==> src/rtl/control_unit.sv <==
// Multicycle FETCH/DECODE/EXEC control FSM for the accumulator RISC datapath.
// Define CU_HALT_EN to make opcode 1111 a HLT that parks the FSM in HALT.
module control_unit (
  input  logic       clk,
  input  logic       reset,
  input  logic [3:0] opcode,
  input  logic       acc_zero,
  output logic       incpc,
  output logic       ldacc,
  output logic       ldir,
  output logic       ldpc,
  output logic       rd,
  output logic       rst,
  output logic       wr,
  output logic       y,
  output logic       halted
);

  typedef enum logic [2:0] {
    S_INIT   = 3'd0,
    S_FETCH  = 3'd1,
    S_DECODE = 3'd2,
    S_EXEC   = 3'd3,
    S_HALT   = 3'd4
  } state_t;

  state_t state_q, state_d;

  always_ff @(posedge clk or posedge reset) begin
    if (reset) state_q <= S_INIT;
    else       state_q <= state_d;
  end

  always_comb begin
    state_d = state_q;
    unique case (state_q)
      S_INIT:   state_d = S_FETCH;
      S_FETCH:  state_d = S_DECODE;
      S_DECODE: state_d = S_EXEC;
      S_EXEC: begin
        state_d = S_FETCH;
`ifdef CU_HALT_EN
        if (opcode === 4'b1111) state_d = S_HALT;
`endif
      end
`ifdef CU_HALT_EN
      S_HALT:   state_d = S_HALT;
`endif
      default:  state_d = S_INIT;
    endcase
  end

  // Outputs are decoded straight from state; an unknown opcode falls to default.
  always_comb begin
    incpc  = 1'b0;
    ldacc  = 1'b0;
    ldir   = 1'b0;
    ldpc   = 1'b0;
    rd     = 1'b0;
    rst    = 1'b0;
    wr     = 1'b0;
    y      = 1'b0;
    halted = 1'b0;
    case (state_q)
      S_INIT: rst = 1'b1;
      S_FETCH: begin
        rd    = 1'b1;
        ldir  = 1'b1;
        incpc = 1'b1;
      end
      S_EXEC: begin
        case (opcode)
          4'b0001, 4'b0010, 4'b0011,
          4'b0100, 4'b0101, 4'b0110: begin
            y     = 1'b1;
            rd    = 1'b1;
            ldacc = 1'b1;
          end
          4'b0111, 4'b1000, 4'b1001: ldacc = 1'b1;
          4'b1010: rst   = 1'b1;
          4'b1011: incpc = 1'b1;
          4'b1100: ldpc  = 1'b1;
          4'b1101: ldpc  = acc_zero;
          4'b1110: begin
            y  = 1'b1;
            wr = 1'b1;
          end
          default: ;
        endcase
      end
`ifdef CU_HALT_EN
      S_HALT: halted = 1'b1;
`endif
      default: ;
    endcase
  end

endmodule

==> config.mk <==
export PLATFORM = sky130hd
export DESIGN_NAME = control_unit
export DESIGN_NICKNAME = d
export VERILOG_FILES = /design/src/rtl/control_unit.sv
export SDC_FILE = /design/constraint.sdc
export NUM_CORES = 1
export LEC_CHECK = 0
export BUFFER_PORTS_ARGS = -buffer_cell sky130_fd_sc_hd__buf_2
export CAP_MARGIN = 5
export CORE_AREA = 2 2 39 41
export DETAILED_ROUTE_END_ITERATION = 12
export DIE_AREA = 0 0 41 43
export HOLD_SLACK_MARGIN = 0.03
export PLACE_DENSITY_LB_ADDON = 0.1
export SLEW_MARGIN = 20
export SYNTH_ARGS = -nofsm -noshare
export SYNTH_HDL_FRONTEND = slang
export SYNTH_SLANG_ARGS = --single-unit
==> constraint.sdc <==
create_clock -name clk -period 1.6 [get_ports clk]
set_clock_uncertainty 0.1 [all_clocks]
set_input_delay 0.48 -clock clk [delete_from_list [all_inputs] [get_ports clk]]
set_output_delay 0.48 -clock clk [all_outputs]
set_load 0.05 [all_outputs]
# --- Word-level counts from Yosys, hierarchy flattened ---
# Index checks and enable logic that the tools add are counted.
classes:
  n_reduce_logical: 5
  n_eq_ne: 17
  n_mux: 16
ops:
  columns: ["operator", "n"]
  rows:
  - ["equality test 4 bit, second input constant", 7]
  - ["equality test 4 x 3 -> 1 bit, second input constant", 4]
  - ["two-way mux 1 bit", 11]
  - ["OR reduction 9 bit", 1]
  - ["equality test 4 x 2 -> 1 bit, second input constant", 2]
  - ["case mux 1 bit (2 select lines)", 4]
  - ["OR reduction 7 bit", 1]
  - ["equality test 3 x 2 -> 1 bit, second input constant", 2]
  - ["case mux 2 bit (3 select lines)", 1]
  - ["OR reduction 6 bit", 1]
  - ["equality test 4 x 1 -> 1 bit, second input constant", 1]
  - ["equality test 3 x 1 -> 1 bit, second input constant", 1]
  - ["zero test 3 bit", 1]
  - ["OR reduction 2 bit", 1]
totals:
  input_bits: 7
  regBits: 3
  out_inout_bits: 9
  word_cells: 39

# --- Longest topological paths before layout ---
depth:
  depth_word: 4
  depth_mapped: 4
  mapped_depth_nobuf: 4

# --- Worst setup path after synthesis ---
# Ideal clock, no wire load.
synth_path:
  kind: "register -> output"
  start: "register state_q[0]"
  end: "output port ldpc"
  n_path_buf: 0
  required_ns: 1.020
  setup_slack_ns: -0.776
  path_stages_with_launch: 4
  arrival_ns: 1.796
  path_cell_list: "dfrtp_1 ha_1 nand2_1 a2111oi_2"
synth_via:
  elab_chain_len: 2
synth_rtl:
  columns: ["item", "line", "rtl"]
  rows:
  - ["start, declared", "27", "state_t state_q, state_d;"]
  - ["start signal, assigned", "31", "else state_q <= state_d;"]
  - ["equality test 3 x 2 -> 1 bit", "64", "case (state_q)"]
  - ["two-way mux 1 bit", "64", null]
  - ["end, declared", "11", "output logic ldpc,"]
# No other way between the ends.

# --- Final worst setup path ---
layout_path:
  start: "register state_q[0]"
  end: "output port rst"
layout_via:
  elab_chain_len: 2
  word_cells_on_any_way: 3
  cone_classes: "eq/ne: 1; mux: 1; reduce/logical: 1"
layout_rtl:
  columns: ["item", "line", "rtl"]
  rows:
  - ["equality test 3 x 2 -> 1 bit or zero test 3 bit (tied branches)", "64", null]
  - ["case mux 1 bit (2 select lines) (*)", "64", null]
  - ["end, declared", "13", "output logic rst,"]
# Mark *: on every way between the ends. The rest lies on a longest branch, timed or not.

==> impl_metrics.py <==
metrics = {
    "layout": {
        "reg_top3": "state_q: 2 flops",
        "finalNetCount": 68,
        "num-fill-cells": 137,
        "diodes": 0,
        "syn2layout_area_growth_pct": 126.9,
        "final_area_um2": 570.5,
        "largest_reg_flops": 2,
        "drive_gt1_share_pct": 66.07,
        "largest_register": "state_q",
    },
    "power_and_ir_drop": {
        "ir_worst_vdd_v": 0.0003203,
        "power_frac_seq_pct": 23.3,
        "switching_share_pct": 27.24,
        "combPwrFrac_pct": 19.4,
        "power.net_switching_mw": 0.05963,
        "p_leak_nw": 0.2688,
        "p_int_mw": 0.1593,
        "p_per_area_nw_per_um2": 383.7,
        "clockPowerShare_pct": 57.3,
    },
    "synthesis": {
        "synth_edf_count": 0,
        "synth.avg_cell_area_um2": 8.113,
        "syn_nets": 42,
        "async_flop_share_pct": 100.0,
        "syn-cell-area_um2": 251.5,
        "synth_top_area_share_pct": 19.90,
        "yosysUniqueCellTypes": 20,
        "synthTopCellsByCount": "6 x inv_1, 4 x ha_1, 2 x a21oi_1, 2 x dfrtp_1, 2 x nor2_1",
        "synth-seq-cells": 2,
        "yosys.area.top_type": "dfrtp_1",
        "syn_inst": 31,
        "synth_area_leaders": "dfrtp_1 20%, ha_1 20%, inv_1 9.0%",
        "synth.most_common_cell": "inv_1",
        "yosysSeqAreaShare_pct": 19.90,
        "synth_ff_type": "dfrtp_1",
        "ys_warn_count": 0,
    },
    "worst_setup_path": {
        "max_stage_delay_ns": 0.42,
        "crit_cells": 5,
        "cp_cell_sequence": "ha_4 -> and4b_1 -> a21oi_2 -> nor2_4 -> buf_8",
        "arrival_ns": 1.39,
        "critPathSlowestCell": "dfrtp_2",
        "reg2reg_to": "state_q[1]",
        "setup.worst_path.end": "rst",
        "endpoint_kind": "output port",
        "worstPathRequired_ns": 1.02,
        "critPathTopFamily": "flip-flops",
        "worst_r2r_startpoint": "state_q[1]",
        "critPathLaunchType": "register",
        "critical_path_buf_inv_count": 1,
        "r2r_slack_ns": 0.54,
        "critPathLaunch": "state_q[0]",
        "critPathMaxFanout": 4,
        "crit_type": "register to output port",
        "ff2ff_path_depth": 2,
    },
    "floorplanning": {
        "initial_core_util_pct": 18.17,
        "die-area_um2": 1763,
        "core_um2": 1384,
        "die_h_um": 43,
        "fp.dieW_um": 41,
        "ios": 16,
        "num_rows": 14,
    },
    "drt": {
        "wire_per_inst_um": 9.958,
        "drt-total-wl_um": 717,
        "dr.pass1.iters": 4,
        "vias": 306,
        "viasPerCell": 4.250,
        "drtAntennaViolNets": 0,
        "drt_iter0_markers": 8,
        "drc": 0,
    },
    "clock_network": {
        "path_clk_slew_ns": 0.03,
        "clock_sinks": 2,
        "numCtsBuffers": 3,
        "clock_latency_ns": 0.23,
        "cts_tree": "built",
        "cts_max_level": 1,
        "cts_buffer_depth": 2,
        "root_buffer": "clkbuf_4",
    },
    "timing": {
        "slew_viol_final": 0,
        "rsz0062_at_grt": "yes",
        "post-route-period-util_pct": 123.0,
        "hold_violations": 0,
        "finalSetupViolations": 8,
        "finalCriticalPeriod_ns": 1.968,
        "max_freq_ghz": 0.5082,
        "fin_ws_ns": -0.3679,
    },
    "status": {
        "violations": "setup timing",
        "status": "complete, but fails checks",
    },
    "place": {
        "gp_congestion": 0.5876,
        "placed_area_um2": 449.2,
        "port_buffers": 14,
        "dp_hpwl_um": 563,
        "dp_slack_ns": -0.3306,
    },
    "global_routing": {
        "grt_antenna_before_repair": 0,
        "grt_max_degree": 8,
        "track_usage_pct": 8.918,
        "grt_pass1_wl_um": 1055,
        "grt_pass1_vias": 270,
        "grt.overflow.total": 0,
    },
    "hold_path": {
        "hp-class": "input port to asynchronous set/reset pin",
    },
    "run": {
        "max-cap-violations": 0,
    },
}
-- repair_timing --
item | 4_1_cts | 5_1_grt
resized for setup | 19 | 4
setup buffers | 1 | 1
endpoints found under the setup margin | 8 | 8
hold buffers | 1 | 0
hold endpoints to repair | 2 | 0
pin swaps | 5 | 6
-- worst reg2reg max path: cells and delay by family, from the launching register on --
kind / cells / cell delay [ns]
flops: 1 / 0.40
buf+inv: 1 / 0.14
fa+ha+maj: 1 / 0.29
-- metrics by stage --
stage	hold WS, ns	power, mW	setup TNS, ns	utilization, %	cells
3_5_place_dp	0.2332	0.08898	-1.972	32.46	65
4_1_cts	0.5331	0.2208	-2.251	39.78	71
6_report	0.5349	0.2189	-2.124	41.23	72
2_1_floorplan	0.1211	0.06911	-0.6333	-	31
3_3_place_gp	0.2263	0.08788	-1.927	32.46	65
5_1_grt	0.5702	0.2314	-2.553	41.23	72
-- power by group through the flow --
stage / Sequential, mW / Clock (mW) / Combinational [mW]
2_1_floorplan: 0.0515 / 0 / 0.0176
3_3_place_gp: 0.0515 / 0 / 0.0364
3_5_place_dp: 0.0515 / 0 / 0.0375
4_1_cts: 0.0509 / 0.130 / 0.0398
5_1_grt: 0.0509 / 0.135 / 0.0457
6_report: 0.0509 / 0.125 / 0.0425
-- how the worst min path moves through the flow --
stage | to | depth (start not counted)
after CTS | state_q[0] | 3
final | state_q[0] | 3
after global placement | state_q[1] | 2
after global routing | state_q[0] | 3
after floorplan | state_q[1] | 1
after detailed placement | state_q[1] | 2
-- routing by layer --
metal / GRT usage (%) / part of all wire (%)
met3: 1.571 / 7.3
met1: 10.54 / 36
met4: 8.000 / 2.2
met5: 0 / 0
met2: 12.81 / 54
-- logic make-up after synthesis --
kind of cell               Yosys count  share of synthesized area, %
other                                1                         1.491
and+or+nand+nor                      9                         20.40
DFF                                  2                         19.90
buffers and inverters                7                         11.94
AOI/OAI and AO/OA                    8                         26.37
adders and majority gates            4                         19.90
-- layout by cell type, fill, tap and decap left out --
cell / instances
buf_4: 8
buf_6: 6
inv_1: 5
buf_2: 5
clkbuf_4: 3
ha_1: 2
ha_4: 2
buf_8: 2
nand3_1: 1
nor3_2: 1
nor2_1: 1
a31o_2: 1
inv_2: 1
and4b_1: 1
a21oi_2: 1
nor2_4: 1
nand4_1: 1
o21bai_4: 1
o21ba_1: 1
o211ai_1: 1
a21oi_4: 1
and2_4: 1
nand2_4: 1
a2111oi_4: 1
nor3b_1: 1
o21a_1: 1
conb_1: 1
clkbuf_1: 1
dlygate4sd3_1: 1
dfrtp_2: 1
dfrtp_1: 1
-- layout make-up --
type	instances	area (um^2)	share of cell area, %
flip-flops and latches	2	51.30	8.991
repair buffers	22	192.7	33.77
multi-input cells	22	257.7	45.18
inverters	6	22.52	3.947
well taps	16	20.02	3.509
clock buffers	4	26.28	4.605
(Power assumes the default switching activity.)
